<file path="src/rtl/uart_rx.sv">
`default_nettype none
// ============================================================================
// Module      : uart_rx
// Description : 8N1 serial receiver with stop-bit check and FWFT receive FIFO.
// Revision    : 1.0 - initial release
// ============================================================================
module uart_rx #(
    parameter int CLKS_PER_BIT = 868,
    parameter int FIFO_DEPTH   = 4
) (
    input  logic                          clk,
    input  logic                          rst,
    input  logic                          rx_in,
    output logic [7:0]                    rd_data,
    output logic                          rd_valid,
    input  logic                          rd_ready,
    output logic [$clog2(FIFO_DEPTH):0]   rx_count,
    output logic                          frame_err,
    output logic                          overrun,
    input  logic                          err_clr,
    output logic                          busy
);

    localparam int             CW        = $clog2(CLKS_PER_BIT);
    localparam int             AW        = $clog2(FIFO_DEPTH);
    localparam logic [CW-1:0]  CNT_WRAP  = CW'(CLKS_PER_BIT - 1);
    localparam logic [CW-1:0]  CNT_MID   = CW'(CLKS_PER_BIT / 2 - 1);
    localparam logic [AW:0]    DEPTH_VAL = (AW+1)'(FIFO_DEPTH);

    typedef enum logic [2:0] {
        S_IDLE  = 3'd0,
        S_START = 3'd1,
        S_DATA  = 3'd2,
        S_STOP  = 3'd3,
        S_BREAK = 3'd4
    } state_t;

    state_t          state;
    logic            sync1;
    logic            rxs;
    logic [CW-1:0]   cnt;
    logic [2:0]      idx;
    logic [7:0]      shift;
    logic [AW:0]     wr_ptr;
    logic [AW:0]     rd_ptr;
    logic [7:0]      mem [FIFO_DEPTH];
    logic            push;
    logic            pop;
    logic            full;
    logic            accept;

    always_ff @(posedge clk or negedge rst) begin
        if (!rst) begin
            sync1 <= 1'b1;
            rxs   <= 1'b1;
        end else begin
            sync1 <= rx_in;
            rxs   <= sync1;
        end
    end

    // Push is combinational on the stop-sample cycle so the byte lands on that same edge.
    assign push     = (state == S_STOP) && (cnt == CNT_WRAP) && rxs;
    assign rx_count = wr_ptr - rd_ptr;
    assign rd_valid = (wr_ptr != rd_ptr);
    assign full     = (rx_count == DEPTH_VAL);
    assign pop      = rd_valid & rd_ready;
    assign accept   = push & (~full | pop);
    assign rd_data  = rd_valid ? mem[rd_ptr[AW-1:0]] : 8'h00;
    assign busy     = (state != S_IDLE);

    always_ff @(posedge clk or negedge rst) begin
        if (!rst) begin
            state     <= S_IDLE;
            cnt       <= '0;
            idx       <= '0;
            shift     <= '0;
            frame_err <= 1'b0;
        end else begin
            frame_err <= 1'b0;
            case (state)
                S_IDLE: begin
                    cnt <= '0;
                    if (!rxs) state <= S_START;
                end
                S_START: begin
                    if (cnt == CNT_MID) begin
                        cnt   <= '0;
                        idx   <= '0;
                        state <= rxs ? S_IDLE : S_DATA;
                    end else begin
                        cnt <= cnt + CW'(1);
                    end
                end
                S_DATA: begin
                    if (cnt == CNT_WRAP) begin
                        cnt        <= '0;
                        shift[idx] <= rxs;
                        idx        <= idx + 3'd1;
                        if (idx == 3'd7) state <= S_STOP;
                    end else begin
                        cnt <= cnt + CW'(1);
                    end
                end
                S_STOP: begin
                    if (cnt == CNT_WRAP) begin
                        cnt <= '0;
                        if (rxs) begin
                            state <= S_IDLE;
                        end else begin
                            frame_err <= 1'b1;
                            state     <= S_BREAK;
                        end
                    end else begin
                        cnt <= cnt + CW'(1);
                    end
                end
                S_BREAK: begin
                    // Hold here until the line returns high so a stuck-low line cannot start frames.
                    if (rxs) state <= S_IDLE;
                end
                default: state <= S_IDLE;
            endcase
        end
    end

    always_ff @(posedge clk or negedge rst) begin
        if (!rst) begin
            wr_ptr  <= '0;
            rd_ptr  <= '0;
            overrun <= 1'b0;
        end else begin
            if (accept) wr_ptr <= wr_ptr + (AW+1)'(1);
            if (pop)    rd_ptr <= rd_ptr + (AW+1)'(1);
            if (push && !accept) overrun <= 1'b1;
            else if (err_clr)    overrun <= 1'b0;
        end
    end

    always_ff @(posedge clk) begin
        if (accept) mem[wr_ptr[AW-1:0]] <= shift;
    end

endmodule
`default_nettype wire
</file>
<file path="config.mk">
export PLATFORM = sky130hd
export DESIGN_NAME = uart_rx
export DESIGN_NICKNAME = d
export VERILOG_FILES = /design/src/rtl/uart_rx.sv
export SDC_FILE = /design/constraint.sdc
export NUM_CORES = 1
export LEC_CHECK = 0
export ABC_AREA = 1
export BUFFER_PORTS_ARGS = -buffer_cell sky130_fd_sc_hd__buf_2
export CORE_MARGIN = 2
export CORE_UTILIZATION = 65
export CTS_BUF_LIST = sky130_fd_sc_hd__clkbuf_4 sky130_fd_sc_hd__clkbuf_8 sky130_fd_sc_hd__clkbuf_16
export CTS_CLUSTER_DIAMETER = 200
export DETAILED_ROUTE_END_ITERATION = 8
export GPL_ROUTABILITY_DRIVEN = 0
export PLACE_DENSITY = 0.81
export SYNTH_ARGS = -nofsm -noshare
export SYNTH_HDL_FRONTEND = slang
export SYNTH_SLANG_ARGS = --single-unit
</file>
<file path="constraint.sdc">
create_clock -name clk -period 3.45 [get_ports clk]
set_input_delay 0 -clock clk [delete_from_list [all_inputs] [get_ports clk]]
set_output_delay 0 -clock clk [all_outputs]
set_load 0.005 [all_outputs]
</file>
* After elaboration in Yosys (flattened, before gate mapping) *
Memories as Yosys holds them, arrays and structs flattened.
Cells that the tools add are included.

operators by class
  muxes and demuxes = 26
  eq/ne operators = 15
  bitwise gates (word level) = 4
  add/subtract/negate cells = 5
  $lt $le $gt $ge = 2
  reduce and logical (&&, ||, !) cells = 14

operator list
  operator               number
  $pmux 10 s3            1
  $mux 3                 9
  $mux 10                2
  $pmux 3 s5             1
  $add 10x1->10 const B  1
  $eq 10x10->1 const B   1
  $eq 10x9->1 const B    1
  $ne 2x2->1 const B     5
  $add 3x1->3 const B    3
  $eq 3x3->1 const B     3
  $bwmux 8               1
  $mux 1                 8
  $mux 8                 1
  $eq 3x2->1 const B     2
  $pmux 3 s2             1
  $reduce_and 6->1       1
  $reduce_bool 3->1      2
  $logic_and 1x1->1      4
  $lt 3x4->1 const B     1
  $reduce_bool 2->1      2
  $demux 1 s3            1
  $eq 3x1->1 const B     1
  $ge 3x1->1 const B     1
  $logic_not 3->1        1
  11 further kinds       12

storage, ports and cells
  logic and storage cells = 77
  bits in registers = 34
  RAM bits = 32
  memories kept = 1

memories
  name  depth  width  rd ports  clocked after memory_dff  write ports  RTL line  source
  mem   4      8      1         0                         1            46        logic [7:0] mem [FIFO_DEPTH];

* Longest topological paths before layout *
Gate-level depths: netlist of the first run.

  depth after elaboration = 8
  mapped depth = 11
  depth with buffers taken out = 11

* Worst setup path after synthesis of the first run *
OpenSTA, ideal clock, no wires.

  path kind = register to register
  from = register rd_ptr[1]
  to = memory mem[0][0] (enable)
  path buffers = 1
  stages on the path, launching flop included = 11
  path slack = 1.263 ns
  setup time = 0.338 ns
  arrival = 1.848 ns
  clock period less this slack = 2.187 ns
  data required time = 3.112 ns
  path through = dfrtp_1 clkbuf_1 inv_2 ha_1 nand2_1 inv_1 nand2_1 nand2_1 nand3b_4 nand2_4 nor2_2

on the way
  elaborated cells on any way between the ends = 9
  classes of those cells = 1 x add/sub; 2 x eq/ne; 2 x mux; 4 x bitwise

RTL lines
  what                          RTL line  source
  start: declaration            45        logic [AW:0] rd_ptr;
  start signal: assignment      134       if (pop) rd_ptr <= rd_ptr + (AW+1)'(1);
  $ne 3x3->1                    65        assign rd_valid = (wr_ptr != rd_ptr);
  net rd_valid                  15        output logic rd_valid,
  $and 1x1->1                   67        assign pop = rd_valid & rd_ready;
  $or 1x1->1                    68        assign accept = push & (~full | pop);
  $and 1x1->1                   68
  $mux 1                        141       if (accept) mem[wr_ptr[AW-1:0]] <= shift;
  $mux 1 (not written as such)  141
  end: declaration              46

The timed path passes the listed nets, and every way through them passes these cells.

* Final worst setup path of the first run *
  from = register rd_ptr[0]
  to = memory mem[1][2] (enable)

on the way
  longest elaborated chain between the ends = 7
  elaborated cells on any way between the ends = 9
  classes of those cells = 1 x add/sub; 2 x eq/ne; 2 x mux; 4 x bitwise

ends and longest elaborated chain
  what                              RTL line  source
  $sub 3x3->3                       64        assign rx_count = wr_ptr - rd_ptr;
  $eq 3x3->1                        66        assign full = (rx_count == DEPTH_VAL);
  $not 1->1                         68
  $or 1x1->1 (*)                    68
  $and 1x1->1 (*)                   68
  $mux 1 (*)                        141
  $mux 1 (not written as such) (*)  141

Every way passes the cells marked *; elsewhere a longest branch is shown, timed or not.

==> run summary, run 1 <==
CP max FO: 19
Starting Density: 68.8%
Cell Chain, Critical Path: ha_1, fa_1, nand2_1, nand3b_4, nand2_4, nor2_2
initial antenna violation count: 0
Mapped Area: 3310 µm²
ys flop type: edfxtp_1
Final nets: 401
syn avg cell area: 9.30 µm²
Area Growth Syn to Fin: 12.4%
total gr overflow: 0
FF+latch area: 1810 µm²
combinational cell fraction of total power: 23.2%
H-tree depth: 3
LEAKAGE: 1.72 nW
gate count of the mapped netlist: 356
number of setup buffers added after CTS: 0
sequential element share of the synthesized area: 54.8%
vias in the first global route: 2278
CP Launch Type: flop
Max stage delay on crit path: 0.68 ns
post-synth cell types: 32
EDFF count, synth: 32
Pre-antenna DRT Iters: 4
period utilization: 70.4%
Maximum Capacitance Violations: 0
Worst path slowest cell: dfrtp_1
# fillers: 334
CTS buffer count: 9
worst slack, placed: 1.09 ns
RSZ-0062 raised after global routing: false
worst rel slew slack: 49.7%
Synth Warn #: 0
Data required, critical path: 3.46 ns
PwrDens: 570 nW/µm²
TritonCTS Sinks: 66
Slew @ Worst Pin: 0.755 ns
Reg clk slew, reported paths: 0.08 ns
Largest delay share family, worst path: adder cells
Clock power frac: 34.7%
CTS Buffer Depth: 2
Residual DRC: 0
Sw Ratio: 31.2%
Top Ports: 20
FF+latch count, synth: 66
Critical Path End Type: flop
multi-input logic area: 1300 µm²
fin crit period: 2.43 ns
Setup TNS: 0 ns
Die Ht: 75.4 µm
final hold violations: 0
Root Driver: clkbuf_8
quantity of gates resized following cts: 0
commonest non-fill, non-tap cells in the layout: nand2_1, nor2_1, inv_1, dfrtp_1, edfxtp_1
CTS tree: done
Max Fclk: 412 MHz
Setup Skew: 0.00842 ns
final setup margin: 1.02 ns
max-slew violation count: 0
part of the power in registers: 42.1%
DR WL/cell: 14.4 µm
Antenna Nets Post-Route: 0
via/cell ratio: 5.39
syn nets: 373
Cell Int Power: 0.00146 W
Hold Crit Class: in -> async
Detail Placement HPWL: 4670 µm
NetSw: 0.000662 W
CP arrival: 2.44 ns
buffer and inverter count on the worst path: 0
share of cells above drive strength 1: 18.5%
routed vias: 2457
status: finished, final reports clean
final setup fails: 0
fin util: 77.3%
Total GRT Usage: 25.9%
area of the die: 5680 µm²
pin count of the biggest net entering global routing: 35
# diodes: 0
Port Buf Inserts: 19
DR iter-0 viols: 205
Peak supply drop: 0.335 mV
first-pass GRT wire length: 10700 µm
Die Wd: 75.4 µm
site row count: 25
Async SR Flop Fraction: 51.5%
Clk Latency, worst-skew pair: 0.35 ns
most common cell after layout, fill and taps aside: nand2_1
Core Region: 4820 µm²
WL final: 6550 µm
CP Class: reg -> reg
==> Yosys cell counts, drive strengths merged, types with 4 or more instances <==
| library cell | number | area [µm²] |
|---|---|---|
| nand4 | 6 | 37.5 |
| inv | 43 | 161 |
| xor2 | 5 | 43.8 |
| nor2 | 64 | 295 |
| o21ai | 32 | 160 |
| nand3 | 20 | 123 |
| edfxtp | 32 | 961 |
| a21oi | 10 | 50.1 |
| buf | 4 | 26.3 |
| nor3 | 5 | 47.5 |
| nand2 | 78 | 313 |
| ha | 11 | 138 |
| dfrtp | 32 | 801 |
==> cell type report <==
| cell class | instances | area share, % |
|---|---|---|
| Tap cell | 67 | 2.25 |
| Multi-Input combinational cell | 241 | 35.0 |
| Clock buffer | 9 | 3.33 |
| Sequential cell | 66 | 48.7 |
| Clock inverter | 7 | 2.72 |
| Timing Repair Buffer | 23 | 3.63 |
| Inverter | 43 | 4.34 |
==> kinds of logic after synthesis <==
family | Yosys count | share of synthesized area, %
adder cells (fa/ha/maj) | 12 | 4.76
XOR/XNOR | 5 | 1.32
flip-flops | 66 | 54.8
buffers and inverters | 49 | 5.89
AO/OA/AOI/OAI | 47 | 7.37
AND/OR/NAND/NOR | 177 | 25.9
==> metal layers <==
metal	global-route usage (%)	vias to the layer above	wire length, µm
met4	11.7	0	167
li1	-	1217	-
met3	4.10	15	259
met5	0	-	0
met1	33.2	1154	2820
met2	43.9	71	3300
==> through the flow <==
step	cell area, µm²	cells	hold WS (ns)	total power [W]
6_report	3720	456	0.253	0.00212
5_1_grt	3720	456	0.314	0.00224
4_1_cts	3720	456	0.276	0.00212
2_1_floorplan	3310	356	-0.296	0.00122
3_3_place_gp	3460	436	0.100	0.00137
3_5_place_dp	3460	436	0.107	0.00139
==> state kept, by name (all words and copies together), names as in the netlist <==
signal and count:
cnt 10, frame_err 1, idx 3, mem 32
overrun 1, rd_ptr 3, rxs 1, shift 8
state 3, sync1 1, wr_ptr 3
==> power by group through the flow <==
stage	registers, W	clock network [W]	logic (W)
2_1_floorplan	0.000867	0	0.000355
3_3_place_gp	0.000907	0	0.000462
4_1_cts	0.000892	0.000738	0.000494
6_report	0.000894	0.000736	0.000492
3_5_place_dp	0.000909	0	0.000476
5_1_grt	0.000901	0.000772	0.000563
==> path summary, 6_finish.rpt <==
path / cells after the start / slack [ns] / startpoint / to
min: 2 / 0.25 / rst / cnt[7]$_DFFE_PN0P_
max: 6 / 1.02 / rd_ptr[0]$_DFFE_PN0P_ / mem[1][2]$_DFFE_PP_
max in group asynchronous: 2 / 2.71 / rst / idx[1]$_DFFE_PN0P_
min reg2reg: 0 / 0.37 / sync1$_DFF_PN1_ / rxs$_DFF_PN1_
min in group clk: 2 / 0.30 / rx_in / sync1$_DFF_PN1_
max reg2reg: 6 / 1.02 / rd_ptr[0]$_DFFE_PN0P_ / mem[1][2]$_DFFE_PP_
==> timing repair <==
| action | CTS | global route |
|---|---|---|
| endpoints found under the setup margin | 0 | 0 |
| endpoints found under the hold margin | 35 | 0 |
| hold buffers | 4 | 0 |
(Power assumes the default switching activity.)
==> run 2: changes to the inputs <==
Settings changed: CORE_UTILIZATION 65 to 54, PLACE_DENSITY 0.81 to 0.72.
Clock period 3.45 ns to 2.1 ns, I/O delays scaled along.
==> run 2 against run 1 <==
Effect of this change:
- hold slack worse by 0.0027 ns
- critical path depth unchanged
- final cell count up 3.7%
- critical endpoint is now mem[3][0]$_DFFE_PP_
==> run summary, run 2 (same netlist as run 1, synthesis figures left out) <==
final setup fails: 0 (unchanged)
Placed Instance Area: 3530 µm² (+2.2%)
TritonCTS Sinks: 66 (unchanged)
Total GRT Usage: 23.0% (-3.0 points)
Top Ports: 20 (unchanged)
LEAKAGE: 1.76 nW (+2.1%)
site row count: 28 (+12%)
Max Fclk: 503 MHz (+22%)
WL final: 6730 µm (+2.8%)
worst slack, placed: 0.0270 ns (-1.06 ns)
Reg clk slew, reported paths: 0.07 ns (about the same)
# fillers: 522 (+56%)
Antenna Nets Post-Route: 0 (unchanged)
first-pass GRT wire length: 11300 µm (+5.7%)
Clk Latency, worst-skew pair: 0.35 ns (about the same)
Detail Placement HPWL: 4850 µm (+4.0%)
FF+latch area: 1810 µm² (unchanged)
Core Region: 5920 µm² (+23%)
# diodes: 0 (unchanged)
Area Growth Syn to Fin: 14.2%
CP Launch Type: flop
non-filler instance count after layout: 473 (+3.7%)
Reg2Reg Setup Slack: 0.11 ns (-0.91 ns)
DR WL/cell: 14.2 µm (-0.87%)
Hold Crit Class: in -> async
routed vias: 2469 (+0.49%)
CP max FO: 8 (-11)
Root Driver: clkbuf_8
CTS Buffer Depth: 2 (unchanged)
number of setup buffers added after CTS: 0 (unchanged)
max reg flops: 32 (unchanged)
Die Wd: 82.3 µm (+9.2%)
pin count of the biggest net entering global routing: 35 (unchanged)
fin crit period: 1.99 ns (-0.438 ns)
reg2reg start: wr_ptr[1]$_DFFE_PN0N_
R2R Path End: mem[3][0]$_DFFE_PP_
max-slew violation count: 0 (unchanged)
CTS tree: done
Port Buf Inserts: 19 (unchanged)
post-route cell area: 3780 µm² (+1.6%)
PwrDens: 901 nW/µm² (+58%)
Die Ht: 82.3 µm (+9.2%)
Final nets: 410 (+2.2%)
DR iter-0 viols: 126 (-39%)
final setup margin: 0.110 ns (-0.912 ns)
H-tree depth: 3 (unchanged)
status: finished, final reports clean
Pre-antenna DRT Iters: 5 (+1)
Residual DRC: 0 (unchanged)
Data required, critical path: 2.12 ns (-1.34 ns)
Setup Skew: 0.00955 ns (+0.00114 ns)
initial antenna violation count: 0 (unchanged)
area of the die: 6780 µm² (+19%)
via/cell ratio: 5.22 (-3.1%)
R2R depth: 6 (unchanged)
total gr overflow: 0 (unchanged)
most common cell after layout, fill and taps aside: nand2_1
CP Class: reg -> reg
CTS buffer count: 9 (unchanged)
Critical Path End Type: flop
Peak supply drop: 0.449 mV (+34%)
worst rel slew slack: 51.1% (+1.5 points)
Starting Density: 55.9% (-13 points)
CP arrival: 2.01 ns (-0.43 ns)
Setup TNS: 0 ns (unchanged)
RSZ-0062 raised after global routing: false
Maximum Capacitance Violations: 0 (unchanged)
dpl cells: 453 (+3.9%)
vias in the first global route: 2387 (+4.8%)
final hold violations: 0 (unchanged)
share of cells above drive strength 1: 20.1% (+1.6 points)
Slew @ Worst Pin: 0.733 ns (-0.0218 ns)
period utilization: 94.8% (+24 points)
multi-input logic area: 1320 µm² (+1.2%)
commonest non-fill, non-tap cells in the layout: nand2_1, nor2_1, inv_1, dfrtp_1, edfxtp_1
==> run 2: changes by cell type in the layout (fill, tap and decap cells not counted) <==
cell	before	now
nor2_4	5	8
clkinvlp_4	2	1
clkbuf_4	0	2
buf_4	0	9
clkinv_2	0	1
inv_6	2	0
clkinv_1	0	1
nor2_2	7	4
bufinv_16	2	1
==> run 2: worst max path at each step <==
| stage | from | to | slack [ns] | cells past startpoint |
|---|---|---|---|---|
| after floorplan | rd_ptr[1]$_DFFE_PN0P_ | mem[2][0]$_DFFE_PP_ | 0.03 | 10 |
| after global placement | wr_ptr[0]$_DFFE_PN0N_ | mem[1][0]$_DFFE_PP_ | 0.14 | 7 |
| after detailed placement | wr_ptr[0]$_DFFE_PN0N_ | mem[2][0]$_DFFE_PP_ | 0.03 | 7 |
| after CTS | wr_ptr[1]$_DFFE_PN0N_ | mem[2][5]$_DFFE_PP_ | 0.002 | 6 |
| after global routing | wr_ptr[1]$_DFFE_PN0N_ | mem[3][0]$_DFFE_PP_ | 0.0003 | 6 |
| final | wr_ptr[1]$_DFFE_PN0N_ | mem[3][0]$_DFFE_PP_ | 0.11 | 6 |
==> run 2: worst max-delay path, cell delays in order (launching register included) <==
cell and delay (ns):
dfrtp_1 0.44, inv_1 0.14, fa_1 0.53, nand2_1 0.08, nand3b_4 0.15, nand3_2 0.07, inv_1 0.26
==> run 2: metal layers <==
metal  global-route usage [%]  vias to the layer above  wire length (µm)  share of wire [%]
li1                         -                     1242                 -                  -
met4                     9.50                        0               113                1.7
met5                        0                        -                 0                  0
met3                     4.57                        9               272                4.0
met1                     29.1                     1169              2970                 44
met2                     38.5                       49              3370                 50
==> run 2: through the flow <==
stage | total power (W) | util (%) | hold slack (ns)
after floorplan | 0.00201 | - | -0.296
after global placement | 0.00234 | 59.7 | 0.105
after detailed placement | 0.00237 | 59.7 | 0.106
after CTS | 0.00343 | 63.7 | 0.267
after global routing | 0.00361 | 63.9 | 0.285
final | 0.00341 | 63.9 | 0.250
==> run 2: what timing repair did <==
action                                  4_1_cts  5_1_grt
endpoints found under the setup margin        0       24
hold buffers                                  4        0
resized for setup                             0        3
hold endpoints to repair                     35        0
==> run 2: where the power goes <==
group | internal (W) | total, W | switching (W)
Combinational | 0.000385 | 0.000938 | 0.000553
Sequential | 0.00138 | 0.00141 | 0.0000255
Clock | 0.000571 | 0.00107 | 0.000496
Total | 0.00234 | 0.00341 | 0.00107
==> run 2: area by class of cell <==
class                      count  area share, %
multi-input combinational    241           34.8
tap                           75           2.48
sequential                    66           47.9
clock inverter                 5           1.46
clock buffer                  11           3.67
inverter                      43           4.27
timing repair buffer          32           5.36
==> run 3: changes to the inputs <==
Settings changed: CORE_ASPECT_RATIO from default to 1.5, CTS_CLUSTER_DIAMETER 200 to 50.
==> run 3 against run 2 <==
Effect of this change:
- clock skew down 0.0019 ns
- design area up 0.76%
- largest power group unchanged
- count of clock-buffer cells in the layout grew 1
- utilization increased by 1.0 points
- worst setup slack improved by 0.014 ns
- die area increased by 0.19%
- first-iteration DRC count grew 44%
- combinational power up 5.3%
==> run summary, run 3 (same netlist as run 1, synthesis figures left out) <==
CP max FO: 8 (unchanged)
DR WL/cell: 14.8 µm (+4.2%)
Starting Density: 56.4% (+0.48 points)
Peak supply drop: 0.639 mV (+42%)
fin crit period: 1.98 ns (-0.0140 ns)
Clk Latency, worst-skew pair: 0.34 ns (about the same)
Port Buf Inserts: 19 (unchanged)
DR iter-0 viols: 182 (+44%)
M3 GR Usage: 4.93% (+0.37 points)
CTS Buffer Depth: 2 (unchanged)
M1 GR Usage: 22.8% (-6.3 points)
post-route cell area: 3810 µm² (+0.76%)
TritonCTS Sinks: 66 (unchanged)
Root Driver: clkbuf_8
PwrDens: 910 nW/µm² (+0.93%)
Setup Skew: 0.00766 ns (-0.00189 ns)
routed vias: 2430 (-1.6%)
Reg clk slew, reported paths: 0.07 ns (about the same)
# diodes: 0 (unchanged)
number of setup buffers added after CTS: 0 (unchanged)
first-pass GRT wire length: 11200 µm (-0.36%)
Pre-antenna DRT Iters: 4 (-1)
LEAKAGE: 1.78 nW (+1.1%)
Critical Path End Type: flop
Hold Crit Class: in -> async
final hold violations: 0 (unchanged)
Setup TNS: 0 ns (unchanged)
worst rel slew slack: 49.6% (-1.6 points)
Antenna Nets Post-Route: 0 (unchanged)
CTS buffer count: 9 (unchanged)
H-tree depth: 3 (unchanged)
commonest non-fill, non-tap cells in the layout: nand2_1, nor2_1, inv_1, dfrtp_1, edfxtp_1
Placed Instance Area: 3550 µm² (+0.53%)
max-slew violation count: 0 (unchanged)
Final nets: 413 (+0.73%)
share of cells above drive strength 1: 20.9% (+0.85 points)
via/cell ratio: 5.14 (-1.6%)
RSZ-0062 raised after global routing: false
site row count: 34 (+21%)
Maximum Capacitance Violations: 0 (unchanged)
CP Class: reg -> reg
CP arrival: 1.98 ns (-0.03 ns)
GR peak layer: met2
most common cell after layout, fill and taps aside: nand2_1
CTS tree: done
Residual DRC: 0 (unchanged)
WL final: 7010 µm (+4.2%)
Data required, critical path: 2.11 ns (about the same)
max reg flops: 32 (unchanged)
area of the die: 6790 µm² (+0.19%)
Core Region: 5870 µm² (-0.85%)
period utilization: 94.1% (-0.67 points)
Die Wd: 67.9 µm (-17%)
Top Ports: 20 (unchanged)
# fillers: 480 (-8.0%)
Detail Placement HPWL: 5210 µm (+7.3%)
met2 usage: 43.7% (+5.2 points)
Max Fclk: 506 MHz (+0.71%)
final setup fails: 0 (unchanged)
total gr overflow: 0 (unchanged)
Slew @ Worst Pin: 0.756 ns (+0.0235 ns)
status: finished, final reports clean
pin count of the biggest net entering global routing: 35 (unchanged)
CP Launch Type: flop
Total GRT Usage: 23.0% (+0.072 points)
Die Ht: 99.9 µm (+21%)
Reg2Reg Setup Slack: 0.12 ns (about the same)
initial antenna violation count: 0 (unchanged)
Area Growth Syn to Fin: 15.1%
vias in the first global route: 2389 (+0.084%)
-- run 3: worst paths after layout --
check,start,to,cells after the start
min in group clk,rx_in,sync1$_DFF_PN1_,2
setup / recovery,wr_ptr[1]$_DFFE_PN0N_,mem[3][6]$_DFFE_PP_,6
max in group asynchronous,rst,state[0]$_DFFE_PN0P_,2
hold / removal,rst,frame_err$_DFF_PN0_,2
hold reg to reg,sync1$_DFF_PN1_,rxs$_DFF_PN1_,0
setup reg to reg,wr_ptr[1]$_DFFE_PN0N_,mem[3][6]$_DFFE_PP_,6
-- run 3: metrics by stage --
stage / std cells / hold slack (ns) / total power (W) / setup WS (ns) / util (%)
after floorplan: 356 / -0.296 / 0.00201 / 0.0301 / -
after detailed placement: 453 / 0.108 / 0.00242 / 0.0103 / 60.5
after global placement: 453 / 0.105 / 0.00240 / 0.0909 / 60.5
after CTS: 473 / 0.285 / 0.00350 / -0.00971 / 64.7
after global routing: 473 / 0.314 / 0.00368 / 0.0103 / 64.9
final: 473 / 0.268 / 0.00347 / 0.124 / 64.9
-- run 3: report_power, final --
part | total, W | switching (W) | internal [W]
clock network | 0.00107 | 0.000466 | 0.000607
registers | 0.00141 | 0.0000271 | 0.00138
logic | 0.000988 | 0.000561 | 0.000426
-- run 3: critical path: stages, from the launching register on --
cell      delay, ns
dfrtp_1        0.42
inv_1          0.13
fa_1           0.52
nand2_1        0.08
nand3b_4       0.16
nand3_2        0.08
inv_1          0.26
-- run 3: cell type report --
class	count	area, µm²	area share (%)
sequential	66	1810	47.6
multi-input combinational	241	1320	34.6
timing repair buffer	35	225	5.91
inverter	43	161	4.23
clock buffer	12	153	4.00
tap	72	90.1	2.36
clock inverter	4	51.3	1.35
-- run 3: metal layers --
metal  share of wire [%]  vias to the layer above
met5                   0                        -
met4                 2.7                        0
met3                 2.2                       12
met2                  59                       34
met1                  36                     1142
li1                    -                     1242
-- run 3: repair_timing --
| item | 4_1_cts | 5_1_grt |
|---|---|---|
| resized for setup | 0 | 3 |
| gates cloned | 0 | 0 |
| endpoints found under the setup margin | 10 | 24 |
| hold buffers | 4 | 0 |
| hold endpoints to repair | 35 | 0 |
